`src/rtl/multicycle_controller.sv`:
```
// Moore control FSM for the 16-bit accumulator multicycle datapath.
// Per-state enables/selects are registered one state ahead; only Zero- and encoding-dependent terms stay combinational.
module multicycle_controller #(
  parameter bit ILLEGAL_TRAP = 1'b0
) (
  input  logic       clk,
  input  logic       reset,
  input  logic [3:0] Op,
  input  logic [8:0] Func,
  input  logic       Zero,
  output logic       AdrSrc,
  output logic       MemWrite,
  output logic       IRWrite,
  output logic       RegWrite,
  output logic       PCWrite,
  output logic       OldPCWrite,
  output logic       MDRWrite,
  output logic       A3Src,
  output logic [1:0] ALUSrcA,
  output logic [1:0] ALUSrcB,
  output logic [1:0] ImmSrc,
  output logic [2:0] ALUControl,
  output logic [1:0] PCSrc,
  output logic       ResultSrc,
  output logic       InstrDone,
  output logic       Illegal
);

  typedef enum logic [3:0] {
    S_RST, S_FETCH, S_DECODE, S_MADR, S_MRD, S_MWB, S_MWR,
    S_JMP, S_BEQ, S_EXR, S_EXI, S_RWB, S_HALT
  } state_t;

  typedef struct packed {
    logic       adr_src;
    logic       mem_write;
    logic       ir_write;
    logic       reg_write;
    logic       pc_write;
    logic       old_pc_write;
    logic       mdr_write;
    logic       a3_src;
    logic [1:0] alu_src_a;
    logic [1:0] alu_src_b;
    logic [1:0] imm_src;
    logic [2:0] alu_ctl;
    logic [1:0] pc_src;
    logic       result_src;
    logic       instr_done;
  } ctl_t;

  localparam logic [2:0] ALU_ADD   = 3'b000;
  localparam logic [2:0] ALU_SUB   = 3'b001;
  localparam logic [2:0] ALU_AND   = 3'b010;
  localparam logic [2:0] ALU_OR    = 3'b011;
  localparam logic [2:0] ALU_NOT   = 3'b100;
  localparam logic [2:0] ALU_PASS1 = 3'b101;
  localparam logic [2:0] ALU_PASS2 = 3'b110;

  localparam logic [3:0] OP_RTYPE = 4'b1000;

  state_t state_q, state_d;
  ctl_t   ctl_q, ctl_d;

  logic func_onehot, func_nop, op_legal, illegal_enc, in_decode;

  // Only bits 0..6 carry real R-type ops; bit 8 alone is the NOP code.
  assign func_onehot = (Func[6:0] != 7'd0) && ((Func[6:0] & (Func[6:0] - 7'd1)) == 7'd0)
                     && (Func[8:7] == 2'b00);
  assign func_nop    = (Op == OP_RTYPE) && (Func == 9'h100);

  always_comb begin
    op_legal = 1'b0;
    case (Op)
      4'b0000, 4'b0001, 4'b0010, 4'b0100,
      4'b1100, 4'b1101, 4'b1110, 4'b1111: op_legal = 1'b1;
      OP_RTYPE:                           op_legal = func_onehot | func_nop;
      default:                            op_legal = 1'b0;
    endcase
  end

  assign illegal_enc = ~op_legal;
  assign in_decode   = (state_q == S_DECODE);

  always_comb begin
    state_d = state_q;
    case (state_q)
      S_RST:    state_d = S_FETCH;
      S_FETCH:  state_d = S_DECODE;
      S_DECODE: begin
        if (illegal_enc)   state_d = ILLEGAL_TRAP ? S_HALT : S_FETCH;
        else if (func_nop) state_d = S_FETCH;
        else begin
          case (Op)
            4'b0000, 4'b0001: state_d = S_MADR;
            4'b0010:          state_d = S_JMP;
            4'b0100:          state_d = S_BEQ;
            OP_RTYPE:         state_d = S_EXR;
            default:          state_d = S_EXI;
          endcase
        end
      end
      S_MADR:   state_d = Op[0] ? S_MWR : S_MRD;
      S_MRD:    state_d = S_MWB;
      S_EXR,
      S_EXI:    state_d = S_RWB;
      S_HALT:   state_d = S_HALT;
      S_MWB, S_MWR, S_JMP, S_BEQ, S_RWB: state_d = S_FETCH;
      default:  state_d = S_RST;
    endcase
  end

  // Decode outputs of the state being entered so they appear registered in that state.
  always_comb begin
    ctl_d = '0;
    case (state_d)
      S_FETCH: begin
        ctl_d.ir_write     = 1'b1;
        ctl_d.old_pc_write = 1'b1;
        ctl_d.pc_write     = 1'b1;
        ctl_d.alu_src_b    = 2'b01;
        ctl_d.alu_ctl      = ALU_ADD;
      end
      S_MADR: begin
        ctl_d.alu_src_b = 2'b10;
        ctl_d.alu_ctl   = ALU_PASS2;
      end
      S_MRD: begin
        ctl_d.adr_src   = 1'b1;
        ctl_d.mdr_write = 1'b1;
      end
      S_MWB: begin
        ctl_d.result_src = 1'b1;
        ctl_d.reg_write  = 1'b1;
        ctl_d.instr_done = 1'b1;
      end
      S_MWR: begin
        ctl_d.adr_src    = 1'b1;
        ctl_d.mem_write  = 1'b1;
        ctl_d.instr_done = 1'b1;
      end
      S_JMP: begin
        ctl_d.pc_src     = 2'b01;
        ctl_d.pc_write   = 1'b1;
        ctl_d.instr_done = 1'b1;
      end
      S_BEQ: begin
        ctl_d.alu_src_a  = 2'b10;
        ctl_d.alu_ctl    = ALU_SUB;
        ctl_d.pc_src     = 2'b10;
        ctl_d.instr_done = 1'b1;
      end
      S_EXR: begin
        ctl_d.alu_src_a = 2'b10;
        if (Func[0]) begin
          ctl_d.alu_src_b = 2'b10;
          ctl_d.alu_ctl   = ALU_PASS1;
        end
        else if (Func[1]) ctl_d.alu_ctl = ALU_PASS2;
        else if (Func[2]) ctl_d.alu_ctl = ALU_ADD;
        else if (Func[3]) ctl_d.alu_ctl = ALU_SUB;
        else if (Func[4]) ctl_d.alu_ctl = ALU_AND;
        else if (Func[5]) ctl_d.alu_ctl = ALU_OR;
        else              ctl_d.alu_ctl = ALU_NOT;
      end
      S_EXI: begin
        ctl_d.alu_src_a = 2'b10;
        ctl_d.alu_src_b = 2'b10;
        ctl_d.imm_src   = 2'b01;
        ctl_d.alu_ctl   = {1'b0, Op[1:0]};
      end
      S_RWB: begin
        ctl_d.reg_write  = 1'b1;
        ctl_d.instr_done = 1'b1;
        ctl_d.a3_src     = (Op == OP_RTYPE) && Func[0];
      end
      default: ctl_d = '0;
    endcase
  end

  always_ff @(posedge clk or negedge reset) begin
    if (!reset) begin
      state_q <= S_RST;
      ctl_q   <= '0;
    end else begin
      state_q <= state_d;
      ctl_q   <= ctl_d;
    end
  end

  assign AdrSrc     = ctl_q.adr_src;
  assign MemWrite   = ctl_q.mem_write;
  assign IRWrite    = ctl_q.ir_write;
  assign RegWrite   = ctl_q.reg_write;
  assign PCWrite    = ctl_q.pc_write | ((state_q == S_BEQ) & Zero);
  assign OldPCWrite = ctl_q.old_pc_write;
  assign MDRWrite   = ctl_q.mdr_write;
  assign A3Src      = ctl_q.a3_src;
  assign ALUSrcA    = ctl_q.alu_src_a;
  assign ALUSrcB    = ctl_q.alu_src_b;
  assign ImmSrc     = ctl_q.imm_src;
  assign ALUControl = ctl_q.alu_ctl;
  assign PCSrc      = ctl_q.pc_src;
  assign ResultSrc  = ctl_q.result_src;
  assign InstrDone  = ctl_q.instr_done | (in_decode & (illegal_enc | func_nop));
  assign Illegal    = in_decode & illegal_enc;

endmodule

```
`config.mk`:
```
export PLATFORM = sky130hd
export DESIGN_NAME = multicycle_controller
export DESIGN_NICKNAME = d
export VERILOG_FILES = /design/src/rtl/multicycle_controller.sv
export SDC_FILE = /design/constraint.sdc
export NUM_CORES = 1
export LEC_CHECK = 0
export CORE_MARGIN = 1.5
export CORE_UTILIZATION = 40
export DETAILED_ROUTE_END_ITERATION = 12
export PLACE_DENSITY = 0.72
export RECOVER_POWER = 25
export SKIP_LAST_GASP = 1
export SLEW_MARGIN = 15
export SYNTH_ARGS = -nofsm -noshare
export SYNTH_HDL_FRONTEND = slang
export SYNTH_SLANG_ARGS = --single-unit
```
`constraint.sdc`:
```
create_clock -name clk -period 2.5 [get_ports clk]
set_input_delay 0.5 -clock clk [delete_from_list [all_inputs] [get_ports clk]]
set_output_delay 0.5 -clock clk [all_outputs]
set_load 0.02 [all_outputs]
```
After elaboration in Yosys (flattened, before gate mapping)
Cells that the tools add are included.
Widths: inputs -> output; s select.
{"block": "word_totals", "register_bits": 24, "inputBits": 16, "out_inout_bits": 22, "elab_cells": 102}
{"block": "classes", "n_addsub": 1, "eq_ne": 31, "mux": 27, "bitwise": 9, "n_reduce_logical": 19}
{"op": "$eq 4x4->1 const B", "count": 14}
{"op": "$eq 4x3->1 const B", "count": 9}
{"op": "$pmux 4 s7", "count": 1}
{"op": "$mux 3", "count": 6}
{"op": "$eq 4x2->1 const B", "count": 4}
{"op": "$pmux 4 s4", "count": 1}
{"op": "$eq 4x1->1 const B", "count": 3}
{"op": "$pmux 3 s4", "count": 1}
{"op": "$reduce_or 2->1", "count": 6}
{"op": "$mux 1", "count": 10}
{"op": "$eq 9x9->1 const B", "count": 1}
{"op": "$logic_not 4->1", "count": 2}
{"op": "$mux 4", "count": 2}
{"op": "$reduce_or 8->1", "count": 1}
{"op": "$and 7x7->7", "count": 1}
{"op": "$logic_not 7->1", "count": 1}
{"op": "$reduce_bool 7->1", "count": 1}
{"op": "$sub 7x1->7 const B", "count": 1}
{"op": "$mux 2", "count": 3}
{"op": "$pmux 2 s3", "count": 1}
{"op": "$reduce_or 6->1", "count": 1}
{"op": "$reduce_or 5->1", "count": 1}
{"op": "$logic_and 1x1->1", "count": 4}
{"op": "$or 1x1->1", "count": 4}
{"op": "6 further kinds", "count": 8}

Longest topological paths before layout
{"block": "logic_depth", "ltp_word": 12, "ltp_mapped": 9, "depth_no_buf": 7}

Worst setup path before layout
No wires, ideal clock.
{"block": "synth_timing", "path_kind": "input to output", "from": "input port Func[0]", "to": "output port Illegal", "arrival_ns": 2.376, "t_required_ns": 2.000, "path_slack_ns": -0.376, "cell_stages": 7, "n_path_buf": 2, "cell_sequence": "buf_6 or4_1 buf_2 or4b_4 o21ai_0 nor4b_1 o21ai_0"}
{"block": "synth_via", "elab_chain_len": 9, "elab_cells_between_ends": 12, "cone_classes": "1 x add/sub; 1 x eq/ne; 1 x mux; 4 x bitwise; 5 x reduce/logical"}
{"element": "start: declaration", "line": "9", "source": "input logic [8:0] Func,"}
{"element": "$sub 7x1->7", "line": "68", "source": "assign func_onehot = (Func[6:0] != 7'd0) && ((Func[6:0] & (Func[6:0] - 7'd1)) == 7'd0)"}
{"element": "$and 7x7->7", "line": "68"}
{"element": "$logic_not 7->1", "line": "68"}
{"element": "$logic_and 1x1->1", "line": "68"}
{"element": "$logic_and 1x1->1", "line": "69", "source": "&& (Func[8:7] == 2'b00);"}
{"element": "$or 1x1->1 *", "line": "77", "source": "OP_RTYPE: op_legal = func_onehot | func_nop;"}
{"element": "$pmux 1 s2 *", "line": "74", "source": "case (Op)"}
{"element": "$not 1->1 *", "line": "82", "source": "assign illegal_enc = ~op_legal;"}
{"element": "$and 1x1->1 *", "line": "206", "source": "assign Illegal = in_decode & illegal_enc;"}
{"element": "end: declaration", "line": "26", "source": "output logic Illegal"}
Mark *: on every way between the ends. The rest lies on a longest branch, timed or not.

Final worst setup path
{"block": "layout_timing", "from": "input port Func[2]", "to": "output port InstrDone"}
{"block": "layout_via", "elab_chain_len": 11, "elab_cells_between_ends": 14, "cone_classes": "1 x add/sub; 1 x eq/ne; 1 x mux; 6 x bitwise; 5 x reduce/logical"}
{"element": "$sub 7x1->7", "line": "68"}
{"element": "$and 7x7->7", "line": "68"}
{"element": "$logic_not 7->1", "line": "68"}
{"element": "$logic_and 1x1->1", "line": "68"}
{"element": "$logic_and 1x1->1", "line": "69"}
{"element": "$or 1x1->1", "line": "77"}
{"element": "$pmux 1 s2", "line": "74"}
{"element": "$not 1->1", "line": "82"}
{"element": "$or 1x1->1 *", "line": "205", "source": "assign InstrDone = ctl_q.instr_done | (in_decode & (illegal_enc | func_nop));"}
{"element": "$and 1x1->1 *", "line": "205"}
{"element": "$or 1x1->1 *", "line": "205"}
{"element": "end: declaration", "line": "25", "source": "output logic InstrDone,"}
Marked as above.

==> flow_summary.html <==
<table>
<tr><th>Metric</th><th>Value</th></tr>
<tr><th colspan="2">STA</th></tr>
<tr><td>Transition at the pin with the smallest max-transition slack</td><td>1117 ps</td></tr>
<tr><td>Final count of pins violating max slew</td><td>0</td></tr>
<tr><td>Total count of hold-check failures in the final report</td><td>0</td></tr>
<tr><td>Upper clock frequency limit</td><td>366.2 MHz</td></tr>
<tr><td>Setup-violating endpoint count in the final report</td><td>2</td></tr>
<tr><td>Tcrit/Tclk final</td><td>109.2%</td></tr>
<tr><td>Final hold slack</td><td>571.0 ps</td></tr>
<tr><td>Setup WS post-layout</td><td>-230.5 ps</td></tr>
<tr><td>Setup Total Neg Slack</td><td>-456.7 ps</td></tr>
<tr><td>Final critical-path required period</td><td>2730 ps</td></tr>
<tr><td>Unrepaired setup endpoints after global routing</td><td>yes</td></tr>
<tr><td>Post-route clock skew</td><td>8.212 ps</td></tr>
<tr><td>Max-slew headroom</td><td>25.55%</td></tr>
<tr><th colspan="2">Placement</th></tr>
<tr><td>Number of placed instances, taps included</td><td>239</td></tr>
<tr><td>Detailed-placement wirelength estimate</td><td>2597 um</td></tr>
<tr><td>Post-placement worst setup slack</td><td>-954.5 ps</td></tr>
<tr><td>GP Congestion</td><td>0.8850</td></tr>
<tr><td>Placed standard-cell area</td><td>0.001872 mm2</td></tr>
<tr><td>Number of input and output port buffers inserted</td><td>35</td></tr>
<tr><th colspan="2">Critical path</th></tr>
<tr><td>Critical Path End Type</td><td>primary output</td></tr>
<tr><td>CP Data Arrival Time</td><td>2230 ps</td></tr>
<tr><td>Critical Path RT</td><td>2000 ps</td></tr>
<tr><td>Launch point of the worst reg-to-reg path</td><td>state_q[0]</td></tr>
<tr><td>Destination of the worst register-to-register timing path</td><td>ctl_q[16]</td></tr>
<tr><td>Minimum setup slack among reg-to-reg paths</td><td>90 ps</td></tr>
<tr><td>Maximum fanout encountered on the critical timing path</td><td>2</td></tr>
<tr><td>Setup Crit Path Kind</td><td>in -&gt; out</td></tr>
<tr><td>Path depth of the worst reg2reg path</td><td>6</td></tr>
<tr><td>Setup crit start kind</td><td>input pin</td></tr>
<tr><th colspan="2">Power and ir drop</th></tr>
<tr><td>Part of the total power dissipated in combinational logic</td><td>61.2%</td></tr>
<tr><td>VDD IR-drop max</td><td>0.0003609 V</td></tr>
<tr><td>Switching part of the total</td><td>40.45%</td></tr>
<tr><td>Leakage power summed over all cells</td><td>0.8911 nW</td></tr>
<tr><td>Net switching component of the power</td><td>0.8099 mW</td></tr>
<tr><td>Proportion of power drawn by flip-flops and latches</td><td>25.1%</td></tr>
<tr><td>Pwr per Cell Area</td><td>1006 mW/mm2</td></tr>
<tr><td>Portion of total power attributed to the clock network</td><td>13.6%</td></tr>
<tr><td>Total internal power</td><td>1.192 mW</td></tr>
<tr><th colspan="2">Min path</th></tr>
<tr><td>Launch instance of the worst min-delay path</td><td>Func[0]</td></tr>
<tr><td>Terminating pin of the worst hold path</td><td>A3Src</td></tr>
<tr><td>Worst min-delay path class</td><td>in -&gt; reg</td></tr>
<tr><td>Cell depth of the worst min-delay path</td><td>4</td></tr>
<tr><th colspan="2">Floorplanning</th></tr>
<tr><td>Placeable core region</td><td>0.003103 mm2</td></tr>
<tr><td>Number of core rows</td><td>20</td></tr>
<tr><td>Chip Height</td><td>60.58 um</td></tr>
<tr><td>Starting Density</td><td>42.74%</td></tr>
<tr><td>Die footprint</td><td>0.003670 mm2</td></tr>
<tr><td>Horizontal extent of the die</td><td>60.58 um</td></tr>
<tr><td>Number of ports placed on the die boundary</td><td>38</td></tr>
<tr><th colspan="2">Logic synthesis</th></tr>
<tr><td>Post-synthesis instance area</td><td>0.001326 mm2</td></tr>
<tr><td>Top flip-flop cell by instance count after synthesis</td><td>dfrtp_1</td></tr>
<tr><td>Post-synth ARST share</td><td>100.0%</td></tr>
<tr><td>Post-synthesis cell type count</td><td>44</td></tr>
<tr><td>Gate count of the mapped netlist</td><td>146</td></tr>
<tr><td>Average instance area after synthesis</td><td>9.084 um2</td></tr>
<tr><td>Share of the yosys chip area belonging to registers</td><td>41.51%</td></tr>
<tr><td>YS warnings</td><td>0</td></tr>
<tr><td>Post-synth EDFFs</td><td>0</td></tr>
<tr><td>Number of storage elements in the synthesis netlist</td><td>22</td></tr>
<tr><th colspan="2">Route</th></tr>
<tr><td>Wire length per cell after detailed routing</td><td>14.76 um</td></tr>
<tr><td>Total Routed Length</td><td>3631 um</td></tr>
<tr><td>Number of vias per cell after detailed routing</td><td>5.455</td></tr>
<tr><td>ANT nets after route</td><td>0</td></tr>
<tr><td>Number of iterations in the first detailed-routing pass</td><td>4</td></tr>
<tr><td>Total number of vias</td><td>1342</td></tr>
<tr><td>Number of design-rule violations left by the first detailed-router iteration</td><td>43</td></tr>
<tr><td>Residual DRC</td><td>0</td></tr>
<tr><th colspan="2">CTS</th></tr>
<tr><td>Number of buffers inserted during clock tree synthesis</td><td>3</td></tr>
<tr><td>CTS tree</td><td>built</td></tr>
<tr><td>Maximum level of the CTS H-tree</td><td>1</td></tr>
<tr><td>Clock slew at the register clock pins of the worst setup and hold paths</td><td>120 ps</td></tr>
<tr><td>Number of sinks on the clock net</td><td>22</td></tr>
<tr><td>Clk Latency, worst-skew pair</td><td>320 ps</td></tr>
<tr><td>Clock Root Buffer</td><td>clkbuf_4</td></tr>
<tr><td>Hold_buf cts</td><td>0</td></tr>
<tr><td>Max Root-Sink Buffers</td><td>2</td></tr>
<tr><th colspan="2">Final layout</th></tr>
<tr><td>Number of antenna repair diodes</td><td>0</td></tr>
<tr><td>Most common cell after layout, fill and taps aside</td><td>buf_4</td></tr>
<tr><td>Synthesis-to-layout area growth</td><td>50.09%</td></tr>
<tr><td>Final #Nets</td><td>219</td></tr>
<tr><td>Post-route cell area</td><td>0.001991 mm2</td></tr>
<tr><td>Most used cells in the layout excluding fill and tap cells</td><td>buf_4, clkdlybuf4s50_1, dfrtp_1</td></tr>
<tr><td>Final standard cell count with taps included and fillers excluded</td><td>246</td></tr>
<tr><td>Ratio of cells with drive above 1 in the final layout</td><td>31.68%</td></tr>
<tr><th colspan="2">Global route</th></tr>
<tr><td>Initial antenna violation count</td><td>0</td></tr>
<tr><td>Total overflow reported by the global router</td><td>0</td></tr>
<tr><td>Vias in the first global route</td><td>1285</td></tr>
<tr><td>Global-route wire length before repair</td><td>5713 um</td></tr>
<tr><td>Gr usage total</td><td>20.97%</td></tr>
<tr><td>Pin count of the biggest net entering global routing</td><td>23</td></tr>
<tr><th colspan="2">Job</th></tr>
<tr><td>Reported max-cap violation count</td><td>0</td></tr>
<tr><th colspan="2">Run status</th></tr>
<tr><td>Outcome</td><td>complete, but fails checks</td></tr>
<tr><td>Violations in the final reports</td><td>setup timing</td></tr>
</table>
routing by layer:
| layer | share of wire [%] | vias up | GRT usage (%) |
|---|---|---|---|
| li1 | - | 639 | - |
| met1 | 39 | 643 | 23.40 |
| met2 | 55 | 53 | 40.25 |
| met3 | 4.2 | 7 | 1.493 |
| met4 | 2.0 | 0 | 9.317 |
| met5 | 0 | - | 0 |
timing repair:
item / CTS / global route
setup endpoints to repair: 13 / 9
buffers inserted: 1 / 1
resized for setup: 27 / 13
gates cloned: 1 / 0
endpoints found under the hold margin: 0 / 0
pin swaps: 3 / 7
Yosys cell counts (2+ instances only):
| library cell | n | area (um2) |
|---|---|---|
| a211oi_1 | 3 | 22.52 |
| buf_4 | 12 | 90.09 |
| nand2b_1 | 2 | 12.51 |
| or2_2 | 2 | 12.51 |
| o31ai_1 | 2 | 15.01 |
| a21oi_1 | 12 | 60.06 |
| nand3_1 | 3 | 15.01 |
| buf_2 | 2 | 10.01 |
| o21ai_0 | 7 | 35.03 |
| and2_1 | 6 | 37.54 |
| nor3_1 | 11 | 55.05 |
| nand2_1 | 6 | 22.52 |
| buf_6 | 2 | 22.52 |
| inv_1 | 4 | 15.01 |
| nor2_1 | 12 | 45.04 |
| nor4_1 | 6 | 37.54 |
| clkbuf_1 | 4 | 15.01 |
| dfrtp_1 | 22 | 550.5 |
| nor4b_1 | 2 | 17.52 |
| xor2_1 | 2 | 17.52 |
registers in the layout (all words and copies together) (netlist names):
signal / cells
PCSrc: 2
ALUSrcB: 2
ctl_q: 2
MemWrite: 1
ALUSrcA: 1
OldPCWrite: 1
AdrSrc: 1
RegWrite: 1
state_q: 4
ALUControl: 3
ImmSrc: 1
MDRWrite: 1
ResultSrc: 1
A3Src: 1
power by group through the flow:
stage	clock (mW)	sequential (mW)	combinational (mW)
finish	0.273	0.503	1.23
global route	0.294	0.514	1.32
CTS	0.275	0.498	1.18
detailed placement	0	0.506	1.17
global placement	0	0.504	1.13
floorplan	0	0.539	0.670
critical path: stages:
cell and delay [ps]:
buf_6 90, or4_4 530, or4b_4 510, o21ai_2 80, nor4b_4 280, a21oi_2 110, buf_6 140
stage by stage:
| step | utilization [%] | power (mW) |
|---|---|---|
| 4_1_cts | 62.42 | 1.956 |
| 3_3_place_gp | 60.32 | 1.633 |
| 6_report | 64.15 | 2.002 |
| 3_5_place_dp | 60.32 | 1.677 |
| 5_1_grt | 64.15 | 2.130 |
| 2_1_floorplan | - | 1.209 |
kinds of logic (layout without fill, tap and decap cells):
kind of cell / after synthesis / in the layout / share of synthesized area, %
simple gates: 58 / 58 / 24.81
buf+inv: 25 / 79 / 11.79
mux: 2 / 2 / 1.604
xor+xnor: 2 / 2 / 1.321
other cells: 1 / 2 / 0.2827
compound gates: 36 / 37 / 18.68
flops: 22 / 22 / 41.51
cell type report:
| type | instances | area, um2 |
|---|---|---|
| clock buffer | 3 | 22.52 |
| multi-input combinational | 101 | 694.4 |
| fill | 273 | 1112 |
| clock inverter | 1 | 30.03 |
| inverter | 5 | 18.77 |
| timing repair buffer | 70 | 619.3 |
| sequential | 22 | 550.5 |
| tap | 44 | 55.05 |
worst max path at each step:
stage,from,to,slack [ps],depth (start not counted)
floorplan,Func[0],InstrDone,-100,7
global placement,Func[1],InstrDone,-920,7
detailed placement,Func[1],InstrDone,-950,7
CTS,Func[0],InstrDone,-270,7
global route,Func[2],InstrDone,-290,9
finish,Func[2],InstrDone,-230,7
No activity file was read; power rests on OpenSTA's default activity.
